$ cat config.mk
export PLATFORM = sky130hd
export DESIGN_NAME = i2c_poll_sequencer
export DESIGN_NICKNAME = d
export VERILOG_FILES = /design/src/rtl/i2c_poll_sequencer.sv
export SDC_FILE = /design/constraint.sdc
export NUM_CORES = 1
export LEC_CHECK = 0
export ABC_AREA = 1
export ABC_CLOCK_PERIOD_IN_PS = 2390
export BUFFER_PORTS_ARGS = -buffer_cell sky130_fd_sc_hd__buf_2
export CAP_MARGIN = 10
export CORE_MARGIN = 2
export CORE_UTILIZATION = 54
export CTS_BUF_LIST = sky130_fd_sc_hd__clkbuf_4
export CTS_CLUSTER_SIZE = 25
export DETAILED_ROUTE_END_ITERATION = 10
export GPL_ROUTABILITY_DRIVEN = 0
export GPL_TIMING_DRIVEN = 0
export MAX_ROUTING_LAYER = met4
export PLACE_DENSITY = 0.8
export SYNTH_ARGS = -nofsm -noshare
export SYNTH_HDL_FRONTEND = slang
export SYNTH_SLANG_ARGS = --single-unit
$ cat constraint.sdc
create_clock -name clk -period 2.39 [get_ports clk]
set_clock_uncertainty 0.1 [all_clocks]
set_input_delay 0.1195 -clock clk [delete_from_list [all_inputs] [get_ports clk]]
set_output_delay 0.1195 -clock clk [all_outputs]
set_load 0.01 [all_outputs]
$ cat src/rtl/i2c_poll_sequencer.sv
// rtl/i2c_poll_sequencer.sv - polling command sequencer in front of i2c_master (optional init write: I2C_SEQ_INIT_EN)
module i2c_poll_sequencer #(
    parameter logic [6:0]  DEV_ADDR   = 7'h48,
    parameter logic [7:0]  REG_PTR    = 8'h00,
    parameter int          READ_BYTES = 2,
    parameter logic [31:0] INIT_DATA  = 32'h0000_0160,
    parameter int          INIT_BYTES = 2,
    parameter int          POLL_DIV   = 1000000,
    parameter int          TIMEOUT    = 500000
) (
    input  logic        clk,
    input  logic        rst_n,
    input  logic        enable,
    output logic        i2c_start,
    input  logic        i2c_busy,
    output logic [6:0]  i2c_addr,
    output logic        i2c_rw,
    output logic [4:0]  i2c_bytes,
    output logic [31:0] i2c_data_out,
    input  logic [31:0] i2c_data_in,
    input  logic        i2c_valid,
    output logic [31:0] value,
    output logic        value_strobe,
    output logic        nack,
    output logic [7:0]  err_count
);

    // Each REQ state is immediately followed by its WAIT state (REQ + 1)
    localparam logic [2:0] S_IDLE      = 3'd0;
`ifdef I2C_SEQ_INIT_EN
    localparam logic [2:0] S_INIT_REQ  = 3'd1;
    localparam logic [2:0] S_INIT_WAIT = 3'd2;
    localparam logic [4:0] INIT_LEN    = 5'(INIT_BYTES);
`endif
    localparam logic [2:0] S_PTR_REQ   = 3'd3;
    localparam logic [2:0] S_PTR_WAIT  = 3'd4;
    localparam logic [2:0] S_RD_REQ    = 3'd5;
    localparam logic [2:0] S_RD_WAIT   = 3'd6;
    localparam logic [2:0] S_HOLD      = 3'd7;

    localparam logic [31:0] TMO_LAST  = 32'(TIMEOUT - 1);
    localparam logic [31:0] POLL_LAST = 32'(POLL_DIV - 1);
    localparam logic [4:0]  RD_LEN    = 5'(READ_BYTES);
    localparam logic [31:0] RD_MASK   = (READ_BYTES >= 4) ? 32'hFFFF_FFFF :
                                        32'((64'd1 << (8 * READ_BYTES)) - 64'd1);
    localparam logic [31:0] PTR_WORD  = {24'h0, REG_PTR};

    logic [2:0]  r_state;
    logic [31:0] r_cnt;
    logic        r_busy_meta, r_busy_s;
    logic        r_valid_meta, r_valid_s;
    logic        r_start, r_rw, r_strobe, r_nack;
    logic [4:0]  r_bytes;
    logic [31:0] r_data_out, r_value;
    logic [7:0]  r_err;
    logic        w_tmo;
    logic [7:0]  w_err_next;
`ifdef I2C_SEQ_INIT_EN
    logic        r_init_pend;
`else
    logic        w_unused_init;
    assign w_unused_init = ^INIT_DATA ^ (INIT_BYTES != 0);
`endif

    assign w_tmo      = (r_cnt >= TMO_LAST);
    assign w_err_next = (r_err == 8'hFF) ? r_err : r_err + 8'd1;

    // Synchronize master status; busy resets high so a master still busy across reset is never re-issued to
    always_ff @(posedge clk or negedge rst_n) begin
        if (!rst_n) begin
            r_busy_meta  <= 1'b1;
            r_busy_s     <= 1'b1;
            r_valid_meta <= 1'b0;
            r_valid_s    <= 1'b0;
        end else begin
            r_busy_meta  <= i2c_busy;
            r_busy_s     <= r_busy_meta;
            r_valid_meta <= i2c_valid;
            r_valid_s    <= r_valid_meta;
        end
    end

    // Sequencer FSM: request fields are loaded on the edge entering REQ, start rises one cycle later
    always_ff @(posedge clk or negedge rst_n) begin
        if (!rst_n) begin
            r_state    <= S_IDLE;
            r_cnt      <= '0;
            r_start    <= 1'b0;
            r_rw       <= 1'b0;
            r_bytes    <= '0;
            r_data_out <= '0;
            r_value    <= '0;
            r_strobe   <= 1'b0;
            r_nack     <= 1'b0;
            r_err      <= '0;
`ifdef I2C_SEQ_INIT_EN
            r_init_pend <= 1'b1;
`endif
        end else begin
            r_strobe <= 1'b0;
            r_cnt    <= r_cnt + 32'd1;
            case (r_state)
                S_IDLE: begin
                    r_start <= 1'b0;
                    if (enable && !r_busy_s) begin
                        r_cnt <= '0;
                        r_rw  <= 1'b0;
`ifdef I2C_SEQ_INIT_EN
                        if (r_init_pend) begin
                            r_init_pend <= 1'b0;
                            r_bytes     <= INIT_LEN;
                            r_data_out  <= INIT_DATA;
                            r_state     <= S_INIT_REQ;
                        end else begin
                            r_bytes    <= 5'd1;
                            r_data_out <= PTR_WORD;
                            r_state    <= S_PTR_REQ;
                        end
`else
                        r_bytes    <= 5'd1;
                        r_data_out <= PTR_WORD;
                        r_state    <= S_PTR_REQ;
`endif
                    end
                end
`ifdef I2C_SEQ_INIT_EN
                S_INIT_REQ,
`endif
                S_PTR_REQ, S_RD_REQ: begin
                    if (r_busy_s) begin
                        r_start <= 1'b0;
                        r_cnt   <= '0;
                        r_state <= r_state + 3'd1;
                    end else if (w_tmo) begin
                        r_start <= 1'b0;
                        r_cnt   <= '0;
                        r_err   <= w_err_next;
                        r_state <= S_HOLD;
                    end else begin
                        r_start <= 1'b1;
                    end
                end
`ifdef I2C_SEQ_INIT_EN
                S_INIT_WAIT: begin
                    if (!r_busy_s) begin
                        r_cnt      <= '0;
                        r_bytes    <= 5'd1;
                        r_data_out <= PTR_WORD;
                        r_state    <= S_PTR_REQ;
                    end else if (w_tmo) begin
                        r_cnt   <= '0;
                        r_err   <= w_err_next;
                        r_state <= S_HOLD;
                    end
                end
`endif
                S_PTR_WAIT: begin
                    if (!r_busy_s) begin
                        r_cnt   <= '0;
                        r_rw    <= 1'b1;
                        r_bytes <= RD_LEN;
                        r_state <= S_RD_REQ;
                    end else if (w_tmo) begin
                        r_cnt   <= '0;
                        r_err   <= w_err_next;
                        r_state <= S_HOLD;
                    end
                end
                S_RD_WAIT: begin
                    if (!r_busy_s) begin
                        r_cnt   <= '0;
                        r_state <= S_HOLD;
                        if (r_valid_s) begin
                            r_value  <= i2c_data_in & RD_MASK;
                            r_strobe <= 1'b1;
                            r_nack   <= 1'b0;
                        end else begin
                            r_nack <= 1'b1;
                            r_err  <= w_err_next;
                        end
                    end else if (w_tmo) begin
                        r_cnt   <= '0;
                        r_err   <= w_err_next;
                        r_state <= S_HOLD;
                    end
                end
                S_HOLD: begin
                    if (!enable || (r_cnt >= POLL_LAST)) begin
                        r_cnt   <= '0;
                        r_state <= S_IDLE;
                    end
                end
                default: begin
                    r_start <= 1'b0;
                    r_state <= S_IDLE;
                end
            endcase
        end
    end

    assign i2c_start    = r_start;
    assign i2c_addr     = DEV_ADDR;
    assign i2c_rw       = r_rw;
    assign i2c_bytes    = r_bytes;
    assign i2c_data_out = r_data_out;
    assign value        = r_value;
    assign value_strobe = r_strobe;
    assign nack         = r_nack;
    assign err_count    = r_err;

endmodule

# Word level (Yosys, flattened, before mapping)
# Index checks and enable logic that the tools add are counted.
# op_classes
add_sub_neg	3
bitwise	1
eq_ne	12
reduce_logical	15
n_lt_le_gt_ge	2
muxes	33
# ops
operator	count
2-to-1 mux 32 bit	5
case mux 32 bit (4 select lines)	1
2-to-1 mux 8 bit	6
adder 32 x 1 -> 32 bit (second input constant)	1
>= comparator 32 x 19 -> 1 bit (second input constant)	1
>= comparator 32 x 20 -> 1 bit (second input constant)	1
case mux 8 bit (3 select lines)	1
2-to-1 mux 3 bit	6
case mux 3 bit (5 select lines)	1
== test 3 bit (second input constant)	4
2-to-1 mux 5 bit	2
!= test 2 bit (second input constant)	5
case mux 5 bit (2 select lines)	1
adder 8 x 1 -> 8 bit (second input constant)	1
== test 8 bit (second input constant)	1
2-to-1 mux 1 bit	8
AND reduction 3 bit	2
case mux 1 bit (2 select lines)	2
AND reduction 2 bit	2
AND reduction 4 bit	1
OR reduction 2 bit	2
adder 3 x 1 -> 3 bit (second input constant)	1
== test 3 x 2 -> 1 bit (second input constant)	1
logical NOT 3 bit	1
other kinds (8)	9
# totals
input_bits	37
word_cells	79
out_inout_bits	88
regBits	72

# Logic depth before layout (Yosys ltp)
# logic_depth
word_depth	5
mapped_depth	13
mapped_depth_nobuf	13

# Worst setup path after synthesis
# No wires, ideal clock.
# synth_path
path_kind	register to register
from	register r_state[0]
to	register r_cnt[4]
required_time_ps	2176
arrival_ps	1605
path_slack_ps	571
stages_incl_launch_ff	10
setup_time_ps	114
cell_sequence	dfrtp_1 -> inv_1 -> ha_1 -> o21ai_0 -> o21ai_0 -> nand3_2 -> nand4_4 -> buf_6 -> nand3_1 -> inv_1
# synth_via
elab_chain_cells	3
word_cells_on_any_way	9
classes_between	eq/ne (5); mux (1); reduce/logical (3)
# synth_lines
element	line_no	rtl
from (decl)	48	logic [2:0] r_state;
from (signal assigned)	133	r_state <= r_state + 3'd1;
== test 3 bit / == test 3 x 2 -> 1 bit (equally long branches)	102	case (r_state)
OR reduction 2 bit, on equally long branches	--	
case mux 32 bit (4 select lines) *	102	
to (signal assigned)	101	r_cnt <= r_cnt + 32'd1;
to (decl)	49	logic [31:0] r_cnt;
# Every way passes the cells marked *; elsewhere a longest branch is shown, timed or not.
# A chain may end at the register's enable or synchronous reset.

# Worst setup path in the final report
# layout_path
from	register r_state[1]
to	register r_err[4], in the netlist err_count[4]
# layout_via
elab_chain_cells	4
word_cells_on_any_way	11
classes_between	eq/ne (7); mux (1); reduce/logical (3)
# layout_lines
element	line_no	rtl
== test 3 x 2 -> 1 bit / == test 3 bit (equally long branches)	102	
OR reduction 2 bit	102	
!= test 2 bit (no source line) / nonzero test 3 bit (equally long branches)	--	
AND reduction 4 bit (no source line)	--	
to (signal assigned)	137	r_err <= w_err_next;
to (signal assigned)	165	r_err <= w_err_next;
to (signal assigned)	179	r_err <= w_err_next;
to (decl)	55	logic [7:0] r_err;
# Parallel ways exist; a longest one is shown, timed or not.

==> summary.txt <==
First-pass DRT Iterations -> 6
initial antenna violation count -> 0
Tightest Pin Transition -> 0.850 ns
post-route ant nets -> 0
setup tns final -> 0 ns
hold wc startpoint -> enable
Synth warnings -> 0
Layout area overhead -> 20.5%
IO Pins -> 125
register bit total from synthesis -> 68
leakage -> 2.96 nW
DRC Markers -> 0
Die Footprint -> 0.00887 mm2
vias per cell -> 4.91
Yosys top cell area share -> 0.376
Slew Viols, Final -> 0
post-synthesis cell count -> 596
flop-to-flop setup slack -> 0.17 ns
dpl cells -> 804
Top FF cell, synth -> dfrtp_1
fin crit share -> 0.928
clk_lat worst skew -> 0.42 ns
count of distinct cell types in the synthesized netlist -> 40
worst path cell trace -> inv_1 > ha_1 > o21ai_0 > o21ai_0 > nand2_1 > nor2_2 > nand3b_2 > o21ai_0 > nand2_1
RR Endpoint -> err_count[4]
CP Data Arrival Time -> 2.44 ns
Iter 0 DRT Violations -> 342
commonest non-fill, non-tap cell in the layout -> nand2_1
non-filler cells, final -> 839
Die W -> 94.2 um
post-synth top area cell -> dfrtp_1
setup bufs post-CTS -> 0
Rows -> 32
CP Max Fanout -> 7
PwrDens -> 709 mW/mm2
fmax -> 0.451 GHz
vias in the first global route -> 3800
crit path kind -> register to register
ys async rst share -> 1.00
top cells by area, synth -> dfrtp_1, nand2_1, buf_4
CTS clk-pin slew, worst paths -> 0.13 ns
mapped cell area -> 0.00439 mm2
largest net degree at the start of global routing -> 69
Min-Delay Endpoint -> i2c_bytes[0]
Tmin final -> 2.22 ns
crit path capture type -> register
Hold WS -> 0.0390 ns
worst r2r path cells -> 9
Routed wire per std cell -> 12.1 um
Clock Tree Root -> clkbuf_4
startpoint types -> register
port buffer count -> 50
RSZ-0062 raised after global routing -> false
Layout Utilization -> 0.678
final WL -> 10200 um
Post-synth EDFFs -> 0
hold depth -> 5
Worst path max stage delay -> 0.44 ns
Hold Path Class -> primary input to register
DR vias -> 4120
Crit path required time -> 2.61 ns
VDD IR-drop max -> 515 uV
CTS H-tree depth -> 3
slowest stage cell, crit path -> dfrtp_1
status -> finished, final reports clean
crit-path most repeated cell -> o21ai_0
Seq/Total Area, Yosys -> 0.388
R2R Path Start -> r_state[1]
all-layer global routing usage -> 0.249
share of layout cells above drive strength 1 -> 0.214
TritonCTS buffer count -> 9
final setup fails -> 0
total congestion overflow -> 0
Core ar. -> 0.00781 mm2
Initial Util -> 0.562
clock buffer depth -> 2
HPWL Detailed -> 7270 um
most frequent cells in the layout -> nand2_1, inv_1, dfrtp_1, buf_4, conb_1
final hold violations -> 0
n_diodes -> 0
CTS tree -> done
max_cap viols -> 0
nets@finish -> 776
clk sinks -> 68
wire length of the first global-routing pass -> 16900 um
Slew HR -> 0.433
die height -> 94.2 um
mean area per synthesized cell -> 7.37 um2
per-stage QoR:
| step | worst slack [ns] | power (mW) | cell area [um2] |
|---|---|---|---|
| floorplan | 0.571 | 2.58 | 4600 |
| global placement | 0.312 | 2.98 | 4980 |
| detailed placement | 0.247 | 3.04 | 4980 |
| CTS | 0.230 | 3.73 | 5290 |
| global route | 0.0456 | 4.02 | 5290 |
| finish | 0.173 | 3.75 | 5290 |
routing by layer:
metal | vias to the layer above | share of wire | global-route usage
met2 | 235 | 0.46 | 0.410
met4 | 0 | 0.022 | 0.0942
met5 | - | 0 | -
met1 | 1835 | 0.43 | 0.312
met3 | 29 | 0.082 | 0.0377
li1 | 2021 | - | -
power by group:
part / total, mW / internal, mW / switching (mW)
registers: 1.57 / 1.38 / 0.194
clock network: 0.669 / 0.218 / 0.451
logic: 1.51 / 0.601 / 0.914
total: 3.75 / 2.19 / 1.56
cell families (layout without fill, tap and decap cells):
kind of cell    Yosys count  after routing  share of synthesized area
compound gates           36             36                     0.0467
xor+xnor                 11             11                     0.0219
simple gates            335            335                      0.349
other cells               2             58                    0.00171
buf+inv                 137            222                      0.173
fa+ha+maj                 7              7                     0.0199
flops                    68             68                      0.388
registers in the layout, indices dropped and copies added, names as in the netlist:
signal	flops
r_busy_s	1
r_valid_s	1
err_count	8
r_valid_meta	1
value_strobe	1
nack	1
r_cnt	32
r_busy_meta	1
r_state	3
value	16
i2c_bytes	2
i2c_start	1
how the worst max path moves through the flow:
| stage | startpoint | to | slack, ns |
|---|---|---|---|
| 6_report | r_state[1] | err_count[4] | 0.17 |
| 5_1_grt | r_state[0] | r_cnt[8] | 0.05 |
| 3_5_place_dp | r_state[0] | r_cnt[8] | 0.25 |
| 3_3_place_gp | r_state[0] | r_cnt[9] | 0.31 |
| 4_1_cts | r_state[0] | r_cnt[8] | 0.23 |
| 2_1_floorplan | r_state[0] | r_cnt[4] | 0.57 |
synth_stat cells, types with 2 or more instances:
master,instances
nor3_1,17
dfstp_2,2
xor2_1,9
or2_2,3
inv_2,2
a21o_1,6
dfrtp_1,66
a21oi_1,6
nand2_2,3
o21a_1,2
nor2_2,3
ha_1,7
nand3b_1,2
nor2_1,51
conb_1,2
o21ai_0,18
nand3_2,8
nand4_1,8
nor2b_1,6
nand2_1,180
xnor2_1,2
buf_6,3
o21ai_1,2
nand3_1,44
nor3_2,2
buf_4,59
inv_1,70
critical path: cells and delay by family (launching register included):
family	cells	cell delay, ns
AOI/OAI and AO/OA	3	0.67
and+or+nand+nor	4	0.50
DFF	1	0.44
adders and majority gates	1	0.22
buffers and inverters	1	0.18
layout make-up:
type	instances	area, um2
tap	102	128
buffer	64	485
fill	638	2520
inverter	73	274
sequential	68	1700
clock buffer	9	67.6
clock inverter	7	52.6
multi-input combinational	447	2140
timing repair buffer	69	443
repair_timing:
item                      4_1_cts  5_1_grt
hold buffers                   19        0
resized for setup               0        0
hold endpoints to repair       84        0
Power figures use the tool's default switching activity.
